$ cat config.mk
export PLATFORM = sky130hd
export DESIGN_NAME = ap_ctrl_chain_driver
export DESIGN_NICKNAME = d
export VERILOG_FILES = /design/src/rtl/ap_ctrl_chain_driver.sv
export SDC_FILE = /design/constraint.sdc
export NUM_CORES = 1
export LEC_CHECK = 0
export ABC_AREA = 1
export CORE_MARGIN = 4
export CORE_UTILIZATION = 51
export DETAILED_ROUTE_END_ITERATION = 6
export PLACE_DENSITY = 0.91
export SETUP_SLACK_MARGIN = 0.05
export SLEW_MARGIN = 20
export SYNTH_ARGS = -nofsm -noshare
export SYNTH_HDL_FRONTEND = slang
export SYNTH_SLANG_ARGS = --single-unit
$ cat constraint.sdc
create_clock -name clock -period 3.7 [get_ports clock]
set_input_delay 0.555 -clock clock [delete_from_list [all_inputs] [get_ports clock]]
set_output_delay 0.555 -clock clock [all_outputs]
set_load 0.03 [all_outputs]
$ cat src/rtl/ap_ctrl_chain_driver.sv
// ap_ctrl_chain_driver: runs a configurable number of ap_ctrl_chain
// transactions against a block, issuing ap_start and paced ap_continue
// handshakes, counting both sides and flagging done pulses that have no
// outstanding start behind them.
// Optional feature: define DRIVER_LATENCY_STATS_EN to add a timestamp FIFO
// (OUTST deep) that measures start-to-done latency and throttles issuing
// when OUTST transactions are in flight.
module ap_ctrl_chain_driver #(
  parameter int NUM_W = 16,
  parameter int CNT_W = 32,
  parameter int OUTST = 4
) (
  input  logic             clock,
  input  logic             reset,
  input  logic             cfg_go,
  input  logic [NUM_W-1:0] cfg_num_txn,
  input  logic [7:0]       cfg_cont_delay,
  output logic             ap_start,
  input  logic             ap_ready,
  input  logic             ap_done,
  output logic             ap_continue,
  output logic             busy,
  output logic             run_done,
  output logic [NUM_W-1:0] txn_issued,
  output logic [NUM_W-1:0] txn_done,
  output logic             protocol_err,
  output logic [CNT_W-1:0] last_latency,
  output logic [CNT_W-1:0] max_latency
);

  typedef enum logic [1:0] {
    IDLE   = 2'd0,
    ISSUE  = 2'd1,
    DRAIN  = 2'd2,
    FINISH = 2'd3
  } state_t;

  state_t           state;
  state_t           state_nxt;
  logic [NUM_W-1:0] num;
  logic [7:0]       delay;
  logic [7:0]       hold_cnt;
  logic             go_acc;
  logic             start_hs;
  logic             done_hs;
  logic             spurious;
  logic             done_ok;
  logic             fifo_full;
  logic [NUM_W-1:0] issued_nxt;
  logic [NUM_W-1:0] done_nxt;

  // A done with nothing outstanding is only legal when a start lands in the
  // same cycle (zero-latency block); otherwise it is a protocol violation
  // and must not be counted.
  assign go_acc     = (state == IDLE) && cfg_go;
  assign start_hs   = ap_start && ap_ready;
  assign done_hs    = ap_done && ap_continue;
  assign spurious   = done_hs && (txn_done == txn_issued) && !start_hs;
  assign done_ok    = done_hs && !spurious;
  assign issued_nxt = start_hs ? txn_issued + NUM_W'(1) : txn_issued;
  assign done_nxt   = done_ok  ? txn_done   + NUM_W'(1) : txn_done;

  // State register
  always_ff @(posedge clock or posedge reset) begin
    if (reset) begin
      state <= IDLE;
    end else begin
      state <= state_nxt;
    end
  end

  // Next-state logic; counts are compared on their post-edge values so a
  // final start and final done landing together go straight to FINISH.
  always_comb begin
    state_nxt = state;
    case (state)
      IDLE: begin
        if (cfg_go) begin
          state_nxt = (cfg_num_txn == '0) ? FINISH : ISSUE;
        end
      end
      ISSUE: begin
        if (issued_nxt == num) begin
          state_nxt = (done_nxt == num) ? FINISH : DRAIN;
        end
      end
      DRAIN: begin
        if (done_nxt == num) begin
          state_nxt = FINISH;
        end
      end
      FINISH: begin
        state_nxt = IDLE;
      end
      default: begin
        state_nxt = IDLE;
      end
    endcase
  end

  // Output decode, purely from registered state so reset clears it at once
  always_comb begin
    ap_start    = 1'b0;
    ap_continue = 1'b0;
    busy        = 1'b0;
    run_done    = 1'b0;
    case (state)
      ISSUE: begin
        ap_start    = (txn_issued < num) && !fifo_full;
        ap_continue = (hold_cnt == 8'd0);
        busy        = 1'b1;
      end
      DRAIN: begin
        ap_continue = (hold_cnt == 8'd0);
        busy        = 1'b1;
      end
      FINISH: begin
        busy     = 1'b1;
        run_done = 1'b1;
      end
      default: begin
      end
    endcase
  end

  // Run configuration, captured only when a run is accepted
  always_ff @(posedge clock) begin
    if (go_acc) begin
      num   <= cfg_num_txn;
      delay <= cfg_cont_delay;
    end
  end

  // Handshake counters, continue hold-off and sticky protocol error
  always_ff @(posedge clock or posedge reset) begin
    if (reset) begin
      txn_issued   <= '0;
      txn_done     <= '0;
      hold_cnt     <= 8'd0;
      protocol_err <= 1'b0;
    end else if (go_acc) begin
      txn_issued   <= '0;
      txn_done     <= '0;
      hold_cnt     <= 8'd0;
      protocol_err <= 1'b0;
    end else begin
      txn_issued <= issued_nxt;
      txn_done   <= done_nxt;
      if (spurious) begin
        protocol_err <= 1'b1;
      end
      if (done_ok) begin
        hold_cnt <= delay;
      end else if (hold_cnt != 8'd0) begin
        hold_cnt <= hold_cnt - 8'd1;
      end
    end
  end

`ifdef DRIVER_LATENCY_STATS_EN
  // Pointer width; storage is rounded to a power of two so pointers wrap
  // naturally even for a depth of one.
  localparam int AW = (OUTST > 1) ? $clog2(OUTST) : 1;

  logic [CNT_W-1:0] cyc_cnt;
  logic [CNT_W-1:0] ts_mem [2**AW];
  logic [AW-1:0]    wr_ptr;
  logic [AW-1:0]    rd_ptr;
  logic [AW:0]      fifo_cnt;
  logic             fifo_empty;
  logic             bypass;
  logic [CNT_W-1:0] lat_now;

  // Elapsed cycles between two counter samples, modulo the counter width
  function automatic logic [CNT_W-1:0] lat_diff(input logic [CNT_W-1:0] now_c,
                                                input logic [CNT_W-1:0] then_c);
    return now_c - then_c;
  endfunction

  // A start and its done in the same cycle on an empty FIFO never touch
  // storage; that transaction took zero cycles.
  assign fifo_empty = (fifo_cnt == '0);
  assign fifo_full  = (fifo_cnt == (AW+1)'(OUTST));
  assign bypass     = fifo_empty && start_hs && done_ok;
  assign lat_now    = fifo_empty ? '0 : lat_diff(cyc_cnt, ts_mem[rd_ptr]);

  // Timestamp storage
  always_ff @(posedge clock) begin
    if (start_hs && !bypass) begin
      ts_mem[wr_ptr] <= cyc_cnt;
    end
  end

  // Cycle counter, FIFO pointers and latency statistics
  always_ff @(posedge clock or posedge reset) begin
    if (reset) begin
      cyc_cnt      <= '0;
      wr_ptr       <= '0;
      rd_ptr       <= '0;
      fifo_cnt     <= '0;
      last_latency <= '0;
      max_latency  <= '0;
    end else begin
      cyc_cnt <= cyc_cnt + CNT_W'(1);
      if (go_acc) begin
        wr_ptr      <= '0;
        rd_ptr      <= '0;
        fifo_cnt    <= '0;
        max_latency <= '0;
      end else begin
        if (!bypass) begin
          if (start_hs) begin
            wr_ptr <= wr_ptr + AW'(1);
          end
          if (done_ok) begin
            rd_ptr <= rd_ptr + AW'(1);
          end
          if (start_hs && !done_ok) begin
            fifo_cnt <= fifo_cnt + (AW+1)'(1);
          end else if (!start_hs && done_ok) begin
            fifo_cnt <= fifo_cnt - (AW+1)'(1);
          end
        end
        if (done_ok) begin
          last_latency <= lat_now;
          if (lat_now > max_latency) begin
            max_latency <= lat_now;
          end
        end
      end
    end
  end
`else
  // No timestamp FIFO: issuing is never throttled (the expression is
  // constant low for every legal depth) and no latency is measured.
  assign fifo_full    = (OUTST < 1);
  assign last_latency = '0;
  assign max_latency  = '0;
`endif

endmodule

* After elaboration in Yosys (flattened, before gate mapping)
Index checks and enable logic that the tools add are counted.
** Storage, ports and cells
- Bits in registers :: 67
- Bits in latches :: 0
- Bits in writable memories :: 0
- Bits in read-only memories :: 0
- Bits of input ports :: 29
- Output and inout port bits :: 101
- Word-level logic and storage cells :: 56
- Memories kept :: 0
** Operators by class
- Add/sub/neg operators :: 3
- Multipliers :: 0
- Div/mod/pow operators :: 0
- Magnitude comparators :: 1
- Equal/unequal tests :: 9
- Shift-type cells :: 0
- Muxes and demuxes :: 19
- Bitwise gates (word level) :: 0
- Reductions and logical operators :: 17
** Operator list (number)
- 16-bit 2-to-1 mux :: 4
- 16-bit equality test :: 3
- 16-bit by 1-bit adder with 16-bit output, second input constant :: 2
- 8-bit 2-to-1 mux :: 3
- 16-bit zero test :: 1
- 16-bit less-than comparator :: 1
- 8-bit zero test :: 1
- 2-bit 2-to-1 mux :: 4
- 2-bit case mux with 4 select lines :: 1
- 8-bit nonzero test :: 1
- 8-bit by 1-bit subtractor with 8-bit output, second input constant :: 1
- 1-bit 2-to-1 mux :: 7
- 1-bit logical AND :: 6
- 2-bit != test, second input constant :: 3
- 2-bit equality test, second input constant :: 2
- 3-bit AND reduction :: 1
- 3-bit nonzero test :: 1
- 3-bit OR reduction :: 1
- 2-bit by 1-bit equality test with 1-bit output, second input constant :: 1
- 1-bit zero test :: 2
- 2-bit zero test :: 1
- 2-bit nonzero test :: 1
- 2-bit OR reduction :: 1

* Logic depth before layout (Yosys ltp)
Gate-level depths: netlist (run 1).
- Word-level depth :: 13
- Mapped depth :: 25
- Mapped depth without buffers :: 24

* Worst setup path before layout (run 1)
OpenSTA, ideal clock, no wires.
- Path kind :: flip-flop to flip-flop
- Start :: register txn_issued[9]
- End :: register state[0]
- Library setup time :: 0.117 ns
- Data arrival time :: 2.660 ns
- Required time :: 3.583 ns
- Setup slack :: 0.923 ns
- Stages on the path, launching flop included :: 21
- Buffers on the path :: 1
- Period minus slack after synthesis :: 2.777 ns
- Cell sequence :: dfrtp_1 ha_1 nand2_1 inv_1 o21ai_1 a21oi_1 nor2_2 nand3_4 buf_4 nand2_1 nand2_1 nand2_1 nand2_1 nor2_1 nand2_1 nor2_1 nand2_1 a21oi_1 nand3_1 nand2_1 nand2_1
** Between the ends
- Cells in the longest elaborated chain, start to end :: 12
- Elaborated cells on any way between the ends :: 20
- Classes of those cells :: 1 x add/sub; 1 x order compare; 5 x eq/ne; 6 x mux; 7 x reduce/logical
** RTL lines
- start: declaration :: line 24 : output logic [NUM_W-1:0] txn_issued,
- start signal: assignment :: line 147 : txn_issued <= issued_nxt;
- 16-bit less-than comparator :: line 109 : ap_start = (txn_issued < num) && !fifo_full;
- 1-bit 2-to-1 mux :: line 107 : case (state)
- 1-bit logical AND :: line 56 : assign start_hs = ap_start && ap_ready;
- 1-bit zero test :: line 58 : assign spurious = done_hs && (txn_done == txn_issued) && !start_hs;
- 1-bit logical AND :: line 58
- 1-bit zero test :: line 59 : assign done_ok = done_hs && !spurious;
- 1-bit logical AND :: line 59
- 16-bit 2-to-1 mux :: line 61 : assign done_nxt = done_ok ? txn_done + NUM_W'(1) : txn_done;
- 16-bit equality test :: line 84, 88
- 1-bit 2-to-1 mux :: line 84 : state_nxt = (done_nxt == num) ? FINISH : DRAIN;
- 2-bit 2-to-1 mux :: line 83 : if (issued_nxt == num) begin
- 2-bit case mux with 4 select lines :: line 76 : case (state)
- end signal: assignment :: line 68 : state <= state_nxt;
- end: declaration :: line 38 : state_t state;
Several ways; a longest one is shown, not always the timed one. The select of a mux whose other input is x is not followed.
A chain may end at the register's enable or synchronous reset.

* Final worst setup path (run 1)
- Start :: register txn_issued[5]
- End :: output port ap_start
** Between the ends
- Cells in the longest elaborated chain, start to end :: 2
** RTL lines
- 16-bit less-than comparator :: line 109
- 1-bit 2-to-1 mux :: line 107
- end: declaration :: line 18 : output logic ap_start,
No other way between the ends.

==> impl_metrics.csv, run 1 <==
group,metric,value,unit
floorplanning,row_count,37,
synthesis,synthesis.area,5441,um2
worst_setup_path,worst-setup-path-type,"register to output port",
global_route,grt_pass1_wl,23320,um
clock_network,cts_tree,"yes",
pwr,power_frac_comb,53.8,%
final_layout,antenna_cells,0,
floorplanning,die_h,111.3,um
final_layout,final_common_cell,"nand2_1",
min_path,hp-class,"register to register",
final_layout,design_area,6185,um2
timing,final.setup.tns,0,ns
clock_network,post_cts_buffers,0,
job,maxCapViolations,0,
routing,wl_per_cell,15.11,um
routing,avgViaCountPerCell,5.307,
clock_network,cts_buffers,9,
timing,period_needed,3.351,ns
synthesis,ys_types,37,
synthesis,syn_area_per_cell,7.132,um2
clock_network,clkLatencyLatePin,0.35,ns
synthesis,synth_top_family_by_area,"simple AND/OR/NAND/NOR gates",
floorplanning,core_area,10370,um2
routing,vias,5174,
final_layout,final_util,59.64,%
global_route,grt_max_degree,44,
final_layout,syn2layout_area_growth,13.66,%
run_status,outcome,"finished, final reports clean",
timing,clock.fmax,0.2984,GHz
routing,drtAntennaViolNets,0,
timing,drv_slew,0,
worst_setup_path,rr_worst_depth,19,
global_route,grtUsageTotal,23.14,%
worst_setup_path,end_kind,"output port",
synthesis,synth-simple-area-share,35.53,%
synthesis,ys_ff_latch,67,
synthesis,yosys.area_share.xor_xnor,6.599,%
routing,drtPass1Iterations,5,
pwr,intPower,1947,uW
pwr,power_switching,1891,uW
synthesis,synth_compound_area_share,3.587,%
place,gp_congestion,0.9325,
worst_setup_path,worst_ep_arrival_time,2.80,ns
floorplanning,die_area,12390,um2
timing,rsz0062_at_grt,"false",
timing,finalSetupViolCount,0,
global_route,grt_overflow_total,0,
final_layout,final_nets,885,
clock_network,postCtsHoldBufs,0,
timing,min_period_over_period,90.56,%
floorplanning,die_w,111.3,um
place,dp.final_hpwl,11430,um
routing,drc_errors,0,
min_path,whs_path_depth,2,
clock_network,clk_pin_slew,0.08,ns
worst_setup_path,crit_required,3.14,ns
final_layout,final_cell_mix,"nand2_1 (211), nand3_1 (85), nor2_1 (80)",
timing,max-slew-margin-rel,50.68,%
synthesis,yosys_warnings,0,
clock_network,htree_levels,3,
clock_network,clkSinkCount,67,
worst_setup_path,critPathLaunchType,"register",
clock_network,clockRootBuffer,"clkbuf_8",
timing,skew,0.01023,ns
global_route,antenna_found_initial,0,
floorplanning,start_util,52.47,%
global_route,grt_pass1_vias,4855,
timing,finalHoldViolCount,0,
pwr,seqPwrFrac,31.5,%
pwr,power_frac_clock,14.7,%
worst_setup_path,critPathMaxFanout,16,
pwr,powerDensity,620.5,nW/um2
final_layout,post_route_cells_drive_above_1_share,5.364,%
floorplanning,ios,130,
clock_network,cts_resized,0,
pwr,ir_worst_vdd,0.4565,mV
pwr,p_leak,0.002962,uW
synthesis,muxShareOfSynthArea,0,%
place,port_buffers,65,
timing,tightest_slew,0.7330,ns
routing,routed_wirelength,14730,um
synthesis,ys_seq_area_share,33.02,%
pwr,sw_frac_of_total,49.27,%
synthesis,synthAdderAreaFrac,5.059,%
place,dpl_cell_area,6010,um2
clock_network,cts_buffer_depth,2,
synthesis,syn_inst,763,
routing,drt-initial-drc-count,406,
sequential cells by signal, indices dropped and copies added (netlist names):
signal and count:
num 16, txn_issued 16, protocol_err 1, state 2
hold_cnt 8, delay 8, txn_done 16
cells in the mapped netlist, drive strengths merged:
cell type  number  area [um2]
nand2         216       828.3
nor2           87       367.8
nand3          86       442.9
inv            78       295.3
buf            73       551.8
dfrtp          43        1076
xor2           30       262.8
a21oi          24       120.1
edfxtp         24       720.7
ha             22       275.3
nand4          22       152.7
nor3           13       65.06
o21ai          11       55.05
xnor2          11       96.34
clkbuf          7       27.52
nor4            6       37.54
nand3b          3       26.27
o22ai           2       12.51
a211oi          1       7.510
and2            1       6.260
clkinv          1       3.750
conb            1       3.750
or3             1       6.260
critical path: stages, from the launching register on:
cell	delay, ns
dfrtp_1	0.50
ha_1	0.36
a21oi_1	0.14
nor2_1	0.06
nor3_1	0.13
nand2_1	0.09
nand2_2	0.09
buf_4	0.22
and2_1	0.18
clkdlybuf4s50_1	0.68
cell type report:
type                    count  area, um2
fillers                   981       4185
multi-input cells         600       3003
flip-flops and latches     67       1797
repair buffers             77      740.7
inverters                  79      299.0
well taps                 136      170.2
clock buffers               9      123.9
clock inverters             7      51.30
per-layer routing:
metal  up-vias  wire length [um]  part of all wire, %  track usage (%)
met4         0               426                  2.9            9.489
met3        42              1459                  9.9            5.186
met5         -                 0                    0                0
li1       2479                 -                    -                -
met2       305              6787                   46            37.19
met1      2348              6055                   41            30.16
cell families (layout without fill, tap and decap cells):
logic type               Yosys count  in the layout
AO/OA/AOI/OAI                     38             38
XOR/XNOR                          41             41
adder cells (fa/ha/maj)           22             22
buffers and inverters            159            172
flip-flops                        67             67
other                              1             64
AND/OR/NAND/NOR                  435            435
final timing paths:
path | start | endpoint | slack, ns
max in group asynchronous | reset | txn_done[1]$_DFF_PP0_ | 2.64
min in group asynchronous | reset | txn_issued[14]$_DFF_PP0_ | 0.65
worst min-delay path | protocol_err$_DFFE_PP0P_ | protocol_err$_DFFE_PP0P_ | 0.54
worst max-delay path | txn_issued[5]$_DFF_PP0_ | ap_start | 0.35
worst min register to register | protocol_err$_DFFE_PP0P_ | protocol_err$_DFFE_PP0P_ | 0.54
worst max register to register | txn_issued[5]$_DFF_PP0_ | state[0]$_DFFE_PP0P_ | 0.50
per-stage QoR:
| step | total power [uW] | setup slack, ns | cells | hold WS [ns] |
|---|---|---|---|---|
| after floorplan | 2663 | 0.9233 | 826 | 0.4912 |
| after global placement | 3212 | 0.6685 | 959 | 0.4964 |
| after detailed placement | 3249 | 0.5830 | 959 | 0.5211 |
| after CTS | 3821 | 0.3555 | 975 | 0.5425 |
| after global routing | 4136 | 0.08391 | 975 | 0.5706 |
| final | 3838 | 0.3492 | 975 | 0.5372 |
power groups by stage:
stage / Combinational [uW] / Clock, uW / Sequential, uW
3_3_place_gp: 2000 / 0 / 1210
2_1_floorplan: 1360 / 0 / 1310
6_report: 2070 / 564 / 1210
4_1_cts: 2050 / 572 / 1200
3_5_place_dp: 2030 / 0 / 1220
5_1_grt: 2300 / 606 / 1230
Note: power is estimated with default switching activity, not from simulation.
==> inputs of run 2 (changes only) <==
--- a/config.mk
+++ b/config.mk
@@ -7,10 +7,11 @@
 export LEC_CHECK = 0
 export ABC_AREA = 1
 export CORE_MARGIN = 4
-export CORE_UTILIZATION = 51
+export CORE_UTILIZATION = 52
+export CTS_BUF_LIST = sky130_fd_sc_hd__clkbuf_4 sky130_fd_sc_hd__clkbuf_8
 export DETAILED_ROUTE_END_ITERATION = 6
-export PLACE_DENSITY = 0.91
-export SETUP_SLACK_MARGIN = 0.05
+export GPL_ROUTABILITY_DRIVEN = 0
+export PLACE_DENSITY = 0.92
 export SLEW_MARGIN = 20
 export SYNTH_ARGS = -nofsm -noshare
 export SYNTH_HDL_FRONTEND = slang
==> impl_metrics.csv, run 2 (same netlist as run 1, synthesis figures left out) <==
group,metric,value,unit
pwr,powerDensity,616.3,nW/um2
clock_network,clk_pin_slew,0.08,ns
clock_network,clkLatencyLatePin,0.36,ns
final_layout,syn2layout_area_growth,13.04,%
worst_setup_path,worstPathCellList,"inv_1, ha_1, nand2_1, nand2_1, nor2_1, nand3_1, nor2_2, buf_4, and2_1, clkdlybuf4s50_1",
routing,drtPass1Iterations,6,
floorplanning,row_count,37,
worst_setup_path,crit_required,3.14,ns
timing,drv_slew,0,
worst_setup_path,rr_worst_depth,21,
min_path,worstHoldStart,"delay[2]$_DFFE_PP_",
min_path,hold_end,"hold_cnt[2]$_DFFE_PP0P_",
final_layout,final_common_cell,"nand2_1",
routing,wl_per_cell,14.74,um
clock_network,clockRootBuffer,"clkbuf_8",
min_path,whs_path_depth,2,
global_route,grt_overflow_total,0,
worst_setup_path,regToRegEndpoint,"state[0]$_DFFE_PP0P_",
final_layout,post_route_cells_drive_above_1_share,4.682,%
timing,clock.fmax,0.2926,GHz
worst_setup_path,end_kind,"output port",
timing,finalSetupViolCount,0,
run_status,outcome,"finished, final reports clean",
floorplanning,die_h,110.3,um
worst_setup_path,worst_path_max_delay_cell,"clkdlybuf4s50_1",
worst_setup_path,r2r-start,"num[15]$_DFFE_PP_",
routing,drtAntennaViolNets,0,
global_route,grt_max_degree,44,
timing,tightest_slew,0.8984,ns
place,port_buffers,65,
final_layout,antenna_cells,0,
pwr,finalPower,3791,uW
worst_setup_path,reg2reg_slack,0.40,ns
floorplanning,die_area,12170,um2
pwr,p_leak,0.002937,uW
clock_network,cts_resized,0,
worst_setup_path,critPathMaxStageDelay,0.68,ns
global_route,antenna_found_initial,0,
timing,worst_slack,0.2828,ns
worst_setup_path,crit_family,"buffers and inverters",
clock_network,cts_tree,"yes",
routing,routed_wirelength,14280,um
place,dp.final_hpwl,10950,um
final_layout,final_cell_mix,"nand2_1 (211), nand3_1 (85), nor2_1 (80)",
timing,final.setup.tns,0,ns
clock_network,cts_buffer_depth,2,
floorplanning,start_util,52.95,%
job,maxCapViolations,0,
routing,drc_errors,0,
timing,rsz0062_at_grt,"false",
timing,skew,0.009954,ns
floorplanning,die_w,110.3,um
clock_network,cts_buffers,9,
place,pre_cts_ws,0.5095,ns
clock_network,clkSinkCount,67,
clock_network,postCtsHoldBufs,0,
worst_setup_path,crit_buf_inv,3,
worst_setup_path,worst-setup-path-type,"register to output port",
global_route,grtUsageTotal,23.96,%
global_route,grt_pass1_wl,22590,um
routing,drt-initial-drc-count,702,
min_path,hp-class,"register to register",
floorplanning,ios,130,
clock_network,post_cts_buffers,0,
worst_setup_path,worst_path_most_repeated_cell,"nand2_1",
worst_setup_path,critPathLaunchType,"register",
final_layout,reg.largest.list,"num: 16 flops, txn_done: 16 flops, txn_issued: 16 flops",
pwr,ir_worst_vdd,0.4979,mV
clock_network,htree_levels,3,
floorplanning,core_area,10280,um2
routing,vias,5221,
timing,period_needed,3.417,ns
timing,finalHoldViolCount,0,
worst_setup_path,critPathMaxFanout,16,
timing,max-slew-margin-rel,39.73,%
routing,avgViaCountPerCell,5.388,
worst_setup_path,worst_ep_arrival_time,2.86,ns
timing,min_period_over_period,92.36,%
final_layout,final_nets,880,
global_route,grt_pass1_vias,4757,
run 2: cell types whose count changed in the layout (fill, tap and decap cells not counted):
cell and delta:
buf_4 -6, inv_6 -1, buf_12 +1
run 2: cell type report:
cell class,count,area [um2]
timing repair buffer,72,715.7
fill,909,4126
tap,136,170.2
clock buffer,9,123.9
clock inverter,6,42.54
multi-input combinational,600,3003
inverter,79,299.0
sequential,67,1797
run 2: report_power, final:
group / switching [uW] / internal, uW
Sequential: 261 / 966
Combinational: 1290 / 730
Clock: 307 / 240
run 2: tightest hold or removal path, stage by stage (launching register included):
cell and delay [ns]:
edfxtp_1 0.32, o21ai_0 0.08, nor2_1 0.09
run 2: metal layers:
metal / GRT usage, % / vias up / part of all wire, %
li1: - / 2468 / -
met1: 32.28 / 2375 / 39
met2: 38.52 / 330 / 47
met3: 4.368 / 48 / 11
met4: 8.971 / 0 / 2.5
met5: 0 / - / 0
run 2: worst max path at each step:
| stage | startpoint | end | slack, ns | cells past startpoint |
|---|---|---|---|---|
| 4_1_cts | num[15]$_DFFE_PP_ | ap_start | 0.29 | 10 |
| 3_3_place_gp | txn_issued[14]$_DFF_PP0_ | state[0]$_DFFE_PP0P_ | 0.59 | 20 |
| 2_1_floorplan | txn_issued[9]$_DFF_PP0_ | state[0]$_DFFE_PP0P_ | 0.92 | 20 |
| 6_report | num[15]$_DFFE_PP_ | ap_start | 0.28 | 10 |
| 5_1_grt | num[15]$_DFFE_PP_ | ap_start | 0.13 | 10 |
| 3_5_place_dp | num[15]$_DFFE_PP_ | state[1]$_DFFE_PP0P_ | 0.51 | 21 |
run 2: per-stage QoR:
| step | hold slack, ns | instance area (um2) | utilization [%] | instances |
|---|---|---|---|---|
| final | 0.5243 | 6151 | 59.85 | 969 |
| after global routing | 0.5761 | 6151 | 59.85 | 969 |
| after floorplan | 0.4912 | 5678 | - | 826 |
| after global placement | 0.4993 | 5984 | 58.23 | 954 |
| after detailed placement | 0.5095 | 5984 | 58.23 | 954 |
| after CTS | 0.5290 | 6151 | 59.85 | 969 |
==> inputs of run 3 (changes only) <==
--- a/config.mk
+++ b/config.mk
@@ -11,7 +11,9 @@
 export CTS_BUF_LIST = sky130_fd_sc_hd__clkbuf_4 sky130_fd_sc_hd__clkbuf_8
 export DETAILED_ROUTE_END_ITERATION = 6
 export GPL_ROUTABILITY_DRIVEN = 0
+export HOLD_SLACK_MARGIN = 0.02
 export PLACE_DENSITY = 0.92
+export SETUP_SLACK_MARGIN = 0.4
 export SLEW_MARGIN = 20
 export SYNTH_ARGS = -nofsm -noshare
 export SYNTH_HDL_FRONTEND = slang
==> impl_metrics.csv, run 3 (same netlist as run 1, synthesis figures left out) <==
group,metric,value,unit
final_layout,reg.largest.list,"num: 16 flops, txn_done: 16 flops, txn_issued: 16 flops",
clock_network,clockRootBuffer,"clkbuf_8",
routing,vias,5258,
timing,rsz0062_at_grt,"false",
final_layout,finalNonFillerCells,972,
routing,avgViaCountPerCell,5.409,
timing,tightest_slew,0.8863,ns
job,maxCapViolations,0,
timing,finalHoldViolCount,0,
routing,drtAntennaViolNets,0,
floorplanning,die_w,110.3,um
timing,finalSetupViolCount,0,
global_route,antenna_found_initial,0,
worst_setup_path,worst_path_most_repeated_cell,"nand2_1",
clock_network,htree_levels,3,
routing,drc_errors,1,
global_route,grt_pass1_wl,22590,um
routing,wl_per_cell,14.95,um
routing,drt-initial-drc-count,714,
timing,final.setup.tns,0,ns
floorplanning,start_util,52.95,%
worst_setup_path,worst_path_max_delay_cell,"edfxtp_1",
routing,drtPass1Iterations,7,
worst_setup_path,crit_family,"simple AND/OR/NAND/NOR gates",
timing,min_period_over_period,84.32,%
final_layout,final_common_cell,"nand2_1",
min_path,hp-class,"register to register",
floorplanning,die_h,110.3,um
final_layout,final_cell_mix,"nand2_1 (209), nand3_1 (84), nor2_1 (80)",
final_layout,regArea,1798,um2
timing,skew,0.007812,ns
worst_setup_path,critPathMaxFanout,16,
final_layout,final_util,60.48,%
floorplanning,core_area,10280,um2
pwr,powerDensity,616.4,nW/um2
worst_setup_path,critPathMaxStageDelay,0.44,ns
final_layout,design_area,6216,um2
floorplanning,ios,130,
worst_setup_path,crit_required,3.96,ns
place,dpl_cell_area,5984,um2
final_layout,antenna_cells,0,
place,port_buffers,65,
run_status,violations,"DRC",
worst_setup_path,crit_buf_inv,3,
routing,routed_wirelength,14530,um
worst_setup_path,worstPathCellList,"inv_1, ha_1, nand2_1, nand2_1, nor2_1, nand3_2, nor2_4, buf_6, nand4_1, nand2_1, nand2_1, nand2_1, nand2_1, inv_1, nand2_1, nor2_1, nand2_1, a21oi_2, nand3_1, nand2_1, nand2_1",
timing,period_needed,3.120,ns
final_layout,multi_input_area,3049,um2
worst_setup_path,end_kind,"register",
clock_network,clkLatencyLatePin,0.36,ns
final_layout,final_nets,883,
global_route,grt_pass1_vias,4756,
worst_setup_path,critPathLaunchType,"register",
clock_network,cts_buffers,9,
timing,drv_slew,0,
pwr,p_leak,0.002956,uW
clock_network,clk_pin_slew,0.08,ns
run_status,outcome,"finished with violations",
timing,max-slew-margin-rel,40.55,%
final_layout,post_route_cells_drive_above_1_share,5.742,%
worst_setup_path,worst-setup-path-type,"register to register",
timing,clock.fmax,0.3205,GHz
final_layout,n_fill_cell,892,
pwr,ir_worst_vdd,0.5036,mV
clock_network,cts_buffer_depth,2,
global_route,grtUsageTotal,23.96,%
final_layout,syn2layout_area_growth,14.23,%
clock_network,clkSinkCount,67,
global_route,grt_overflow_total,0,
worst_setup_path,worst_ep_arrival_time,3.38,ns
place,dp.final_hpwl,10950,um
place,placed_cells,954,
global_route,grt_max_degree,44,
floorplanning,die_area,12170,um2
clock_network,cts_tree,"yes",
timing,worst_slack,0.5800,ns
floorplanning,row_count,37,
place,pre_cts_ws,0.5095,ns
[run 3: area by class of cell]
cell class | instances | share of cell area, %
Timing Repair Buffer | 74 | 11.80
Tap cell | 136 | 2.738
Clock buffer | 9 | 1.993
Sequential cell | 67 | 28.93
Multi-Input combinational cell | 601 | 49.05
Clock inverter | 6 | 0.6844
Inverter | 79 | 4.811
[run 3: metal layers]
layer	vias up	global-route usage (%)	part of all wire, %
met5	-	0	0
li1	2476	-	-
met2	326	38.52	47
met3	46	4.368	11
met1	2410	32.28	39
met4	0	8.971	2.9
[run 3: per-stage QoR]
step,total power [uW],hold slack [ns]
3_5_place_dp,3219,0.5095
5_1_grt,4122,0.5761
3_3_place_gp,3164,0.4993
4_1_cts,3771,0.5290
2_1_floorplan,2663,0.4912
6_report,3831,0.5257
[run 3: path summary, 6_finish.rpt]
check                                    from                       to  slack (ns)  cells past startpoint
max reg2reg                 num[15]$_DFFE_PP_     state[0]$_DFFE_PP0P_        0.58                     21
min reg2reg                delay[2]$_DFFE_PP_  hold_cnt[2]$_DFFE_PP0P_        0.53                      2
min                        delay[2]$_DFFE_PP_  hold_cnt[2]$_DFFE_PP0P_        0.53                      2
max                         num[15]$_DFFE_PP_     state[0]$_DFFE_PP0P_        0.58                     21
max in group asynchronous               reset  txn_issued[0]$_DFF_PP0_        2.63                      3
min in group asynchronous               reset   txn_done[12]$_DFF_PP0_        0.65                      3
[run 3: what timing repair did]
item | CTS | global route
pin swaps | 0 | 3
resized for setup | 1 | 10
buffers inserted | 0 | 2
setup endpoints to repair | 1 | 2
hold buffers | 0 | 0
gates cloned | 0 | 1
[run 3: where the power goes]
part / switching (uW) / internal, uW
registers: 262 / 967
clock network: 309 / 240
logic: 1310 / 743
total: 1880 / 1950
[run 3: worst register-to-register path, delay by kind of cell (launching register included)]
| family | cells | cell delay, ns |
|---|---|---|
| AOI/OAI and AO/OA | 1 | 0.24 |
| DFF | 1 | 0.44 |
| buffers and inverters | 3 | 0.39 |
| and+or+nand+nor | 16 | 1.69 |
| adders and majority gates | 1 | 0.25 |
